<file path="config.mk">
export PLATFORM = sky130hd
export DESIGN_NAME = feature_vector_loader
export DESIGN_NICKNAME = d
export VERILOG_FILES = /design/src/rtl/feature_vector_loader.sv
export SDC_FILE = /design/constraint.sdc
export NUM_CORES = 2
export LEC_CHECK = 0
export BUFFER_PORTS_ARGS = -buffer_cell sky130_fd_sc_hd__buf_2
export CORE_AREA = 2 2 526 528
export DETAILED_ROUTE_END_ITERATION = 16
export DIE_AREA = 0 0 528 530
export GPL_TIMING_DRIVEN = 0
export HOLD_SLACK_MARGIN = 0.06
export SLEW_MARGIN = 10
export SYNTH_ARGS = -nofsm -noshare
export SYNTH_HDL_FRONTEND = slang
export SYNTH_SLANG_ARGS = --single-unit
</file>
<file path="constraint.sdc">
create_clock -name clk -period 3.6 [get_ports clk]
set_input_delay 0.18 -clock clk [delete_from_list [all_inputs] [get_ports clk]]
set_output_delay 0.18 -clock clk [all_outputs]
set_load 0.05 [all_outputs]
</file>
<file path="src/rtl/feature_vector_loader.sv">
// Serial-to-parallel loader for the logistic-regression inner product: streams
// NFEAT samples into a fill buffer, then hands them to a held output vector.
module feature_vector_loader #(
    parameter int             NFEAT = 40,
    parameter int             W     = 32,
    parameter logic [W-1:0]   BIAS  = W'(1)
) (
    input  logic         clk,
    input  logic         rst_n,
    input  logic [W-1:0] s_data,
    input  logic         s_valid,
    input  logic         s_first,
    output logic         s_ready,
    output logic [W-1:0] xarray [0:NFEAT],
    output logic         x_valid,
    input  logic         x_ready,
    output logic         sync_err,
    output logic [15:0]  vec_count,
    output logic         dbg_state
);

    // Handshake rule: a sample moves when s_valid & s_ready in the same cycle;
    // a vector is consumed when x_valid & x_ready in the same cycle. Neither
    // side may retract valid data before it has been taken.

    localparam int            CW       = (NFEAT > 1) ? $clog2(NFEAT) : 1;
    localparam int            IW       = CW + 1;
    localparam logic [CW-1:0] CNT_LAST = CW'(NFEAT - 1);

    typedef enum logic {
        FILL = 1'b0,
        PEND = 1'b1
    } state_t;

    state_t        state_q, state_d;
    logic [CW-1:0] cnt_q, cnt_d;
    logic          wr_en;
    logic [IW-1:0] wr_idx;
    logic          load;
    logic          err_d;
    logic          accept;

    logic [W-1:0]  fill_buf [1:NFEAT];
    logic [W-1:0]  xreg     [1:NFEAT];

    assign s_ready   = (state_q == FILL);
    assign accept    = s_valid & s_ready;
    assign dbg_state = (state_q == PEND);

    always_comb begin
        state_d = state_q;
        cnt_d   = cnt_q;
        wr_en   = 1'b0;
        wr_idx  = IW'(cnt_q) + IW'(1);
        load    = 1'b0;
        err_d   = 1'b0;
        case (state_q)
            FILL: begin
                if (accept) begin
                    if (s_first && (cnt_q != '0)) begin
                        // Resync: abandon the partial vector, this beat is feature 1.
                        wr_en  = 1'b1;
                        wr_idx = IW'(1);
                        cnt_d  = CW'(1);
                        err_d  = 1'b1;
                    end else if (!s_first && (cnt_q == '0)) begin
                        // Orphan beat outside any frame: dropped.
                        err_d  = 1'b1;
                    end else begin
                        wr_en = 1'b1;
                        if (cnt_q == CNT_LAST) begin
                            cnt_d   = '0;
                            state_d = PEND;
                        end else begin
                            cnt_d = cnt_q + CW'(1);
                        end
                    end
                end
            end
            PEND: begin
                if (!x_valid || x_ready) begin
                    load    = 1'b1;
                    state_d = FILL;
                end
            end
            default: state_d = FILL;
        endcase
    end

    always_ff @(posedge clk or negedge rst_n) begin
        if (!rst_n) begin
            state_q   <= FILL;
            cnt_q     <= '0;
            x_valid   <= 1'b0;
            sync_err  <= 1'b0;
            vec_count <= '0;
        end else begin
            state_q  <= state_d;
            cnt_q    <= cnt_d;
            sync_err <= err_d;
            if (load) begin
                x_valid <= 1'b1;
            end else if (x_valid && x_ready) begin
                x_valid <= 1'b0;
            end
            if (x_valid && x_ready) begin
                vec_count <= vec_count + 16'd1;
            end
        end
    end

    always_ff @(posedge clk or negedge rst_n) begin
        if (!rst_n) begin
            for (int k = 1; k <= NFEAT; k++) begin
                fill_buf[k] <= '0;
                xreg[k]     <= '0;
            end
        end else begin
            for (int k = 1; k <= NFEAT; k++) begin
                if (wr_en && (wr_idx == IW'(k))) begin
                    fill_buf[k] <= s_data;
                end
                if (load) begin
                    xreg[k] <= fill_buf[k];
                end
            end
        end
    end

    always_comb begin
        xarray[0] = BIAS;
        for (int k = 1; k <= NFEAT; k++) begin
            xarray[k] = xreg[k];
        end
    end

endmodule
</file>
==> impl_metrics.env <==
export IMPL_power_leakage_uw=0.0648
export IMPL_clock_latency_ns=0.91
export IMPL_synth_edf_count=0
export IMPL_drv_cap=0
export IMPL_reg2reg_depth=8
export IMPL_hold_end="fill_buf[799]"
export IMPL_crit_required_ns=4.33
export IMPL_first_pass_iters=5
export IMPL_crit_family="multiplexers"
export IMPL_dpl_cell_area_mm2=0.109
export IMPL_synthFlopType="dfrtp_1"
export IMPL_postSynthAreaPerCell_um2=16.8
export IMPL_port_buffers=1304
export IMPL_area_growth_pct=23.7
export IMPL_min_period_ns=3.51
export IMPL_cts_clk_slew_worst_paths_ns=0.06
export IMPL_skew_ns=0.0584
export IMPL_synthTopCellsByCount="dfrtp_1 (2585), mux2_2 (2487), clkbuf_1 (280)"
export IMPL_cp_max_fo=14
export IMPL_grt_total_usage=0.244
export IMPL_synthMostInstantiatedCell="dfrtp_1"
export IMPL_drcViolationCount=0
export IMPL_cts_path_max_buffers=4
export IMPL_fin_cells=11400
export IMPL_cp_data_arrival_time_ns=4.24
export IMPL_crit_path_start_kind="flip-flop"
export IMPL_report_final_hold_viol_count=0
export IMPL_first_global_vias=59100
export IMPL_route_vias_total=56400
export IMPL_htreeDepth=5
export IMPL_yosysSeqAreaShare=0.667
export IMPL_grt_ovfl_total=0
export IMPL_synth_area_top_cells="dfrtp_1 (67%), mux2_2 (29%), clkbuf_1 (1.1%)"
export IMPL_hpwl_um=248000
export IMPL_yosys_warnings=0
export IMPL_fp_dieH_um=530
export IMPL_postRouteAntennaNets=0
export IMPL_holdPathStages=2
export IMPL_slowest_delay_ns=0.64
export IMPL_drt_initial_drc_count=2961
export IMPL_final_setup_viol_count=0
export IMPL_p_int_uw=52600
export IMPL_synth_seq_cells=2585
export IMPL_clock_fmax_mhz=285
export IMPL_syn_inst=5783
export IMPL_switchingPower_uw=17000
export IMPL_crit_chain="or2_2, clkbuf_1, mux2i_1, o21ai_0, nor2_2, buf_8, buf_6, mux2_2"
export IMPL_numCtsBuffers=286
export IMPL_power_share_sequential=0.486
export IMPL_place_gp_congestion=0.817
export IMPL_synth_distinct_cells=53
export IMPL_postSynth_asyncResetShare=1.00
export IMPL_status="completed"
export IMPL_min_delay_path_class="in -> reg"
export IMPL_cts_root_buf="clkbuf_16"
export IMPL_antenna_found_initial=69
export IMPL_dp_cells=10800
export IMPL_timing_rr_start="cnt_q[4]"
export IMPL_start_util=0.353
export IMPL_worstSetupEndpointType="flip-flop"
export IMPL_combinationalPowerShare=0.087
export IMPL_grt_pass1_wl_um=478000
export IMPL_routed_wl_um=348000
export IMPL_ios=1369
export IMPL_slowest_stage="mux2i_1"
export IMPL_drive_gt1_frac=0.595
export IMPL_cts_tree="built"
export IMPL_grt_max_degree=162
export IMPL_synth_area_mm2=0.0969
export IMPL_core_area_mm2=0.275
export IMPL_rr_endpoint="fill_buf[388]"
export IMPL_worstHoldStart="s_data[31]"
export IMPL_max_slew_margin=0.100
export IMPL_swShare=0.244
export IMPL_cp_startpoint="cnt_q[4]"
export IMPL_rows=193
export IMPL_clock_sinks=2585
export IMPL_fp_dieW_um=528
export IMPL_final_max_slew_viol_count=0
export IMPL_r2r_slack_ns=0.09
export IMPL_synth_top_area_share=0.667
export IMPL_ir_drop_v=0.000415
export IMPL_rsz0062_at_grt="yes"
export IMPL_die_area_mm2=0.280
export IMPL_p_per_area_mw_per_mm2=580
export IMPL_fin_crit_sh=0.975
export IMPL_tightest_slew_ns=1.35
export IMPL_routed_via_density=4.96
export IMPL_layout_nets=7543
export IMPL_path_buf_inv=3
export IMPL_wl_per_cell_um=30.5
export IMPL_yosysTopAreaCell="dfrtp_1"
export IMPL_pwr_share_clk=0.427
export IMPL_design_area_mm2=0.120
export IMPL_critPathKind="reg -> reg"
==> stage by stage <==
| step | total power, uW | utilization | setup WS [ns] | hold WS (ns) | setup TNS, ns |
|---|---|---|---|---|---|
| global route | 72400 | 0.436 | -0.0417 | 0.0763 | -0.368 |
| floorplan | 37700 | - | 0.562 | -0.116 | 0 |
| CTS | 70300 | 0.435 | -0.0342 | 0.0628 | -0.292 |
| finish | 69600 | 0.436 | 0.0887 | 0.0917 | 0 |
| global placement | 39700 | 0.393 | -53.92 | 0.464 | - |
| detailed placement | 40100 | 0.396 | -1.35 | 0.157 | -768.39 |
==> power by group through the flow <==
stage	sequential [uW]	clock, uW	combinational, uW
6_report	33800	29700	6070
5_1_grt	34200	31600	6620
4_1_cts	33800	30400	6080
3_5_place_dp	34300	0	5800
3_3_place_gp	34300	0	5390
2_1_floorplan	33700	0	3970
==> routing by layer <==
| layer | vias to the layer above | wire, um | track usage |
|---|---|---|---|
| met2 | 1833 | 166000 | 0.400 |
| met4 | 2 | 12300 | 0.0816 |
| met3 | 481 | 29300 | 0.0790 |
| li1 | 23800 | - | - |
| met5 | - | 13 | 0 |
| met1 | 30300 | 140000 | 0.303 |
==> placed cells by master, fill, tap and decap left out, types with 9 or more instances in the layout <==
master         Yosys  layout
dfrtp_1         2585    2584
mux2_2          2487    2487
buf_2             84    1364
clkbuf_16          0     292
clkbuf_1         280     280
buf_4             47      70
diode_2            0      64
clkbuf_2           0      63
clkbuf_8           0      59
mux2_1            45      45
clkinv_2           0      40
dlygate4sd3_1      0      38
conb_1             2      32
mux2_4            30      30
buf_16             0      28
buf_6             12      21
nand2_1           33      20
xnor2_1           15      15
bufinv_16          0      15
buf_12             0      15
nor2_1            20      12
buf_1             17      10
nand3_1           15       9
clkinv_8           0       9
==> worst max path at each step <==
stage                           to  slack [ns]  cells after the start
global placement        xarray[39]      -53.92                      1
floorplan           fill_buf[1067]        0.56                     12
global route         fill_buf[338]       -0.04                     10
CTS                  fill_buf[742]       -0.03                     12
detailed placement      xarray[19]       -1.35                      8
finish               fill_buf[388]        0.09                      8
==> state kept, by name, indices dropped and copies added, names as in the netlist <==
signal	flops
fill_buf	1280
xarray	1280
vec_count	16
cnt_q	6
dbg_state	1
sync_err	1
x_valid	1
==> cells by family after synthesis <==
| family | synth area share |
|---|---|
| and+or+nand+nor | 0.00769 |
| buffers and inverters | 0.0211 |
| AOI/OAI and AO/OA | 0.00245 |
| other | 0.0000775 |
| DFF | 0.667 |
| muxes | 0.299 |
| adders and majority gates | 0.000645 |
| xor gates and xnor gates | 0.00163 |
==> layout make-up <==
| type | instances | area [um^2] |
|---|---|---|
| Multi-Input combinational cell | 2781 | 30600 |
| Buffer | 437 | 2190 |
| Clock inverter | 91 | 1200 |
| Antenna cell | 64 | 160 |
| Fill cell | 24700 | 155000 |
| Clock buffer | 412 | 8310 |
| Sequential cell | 2585 | 64700 |
| Inverter | 7 | 26.3 |
| Tap cell | 3607 | 4510 |
| Timing Repair Buffer | 1403 | 8230 |
==> repair_timing <==
item,4_1_cts,5_1_grt
endpoints found under the hold margin,672,27
endpoints found under the setup margin,1932,1107
pin swaps,8,4
hold buffers,41,3
cloned,2,2
gates resized for setup,101,35
setup buffers,13,7
Power figures use the tool's default switching activity.
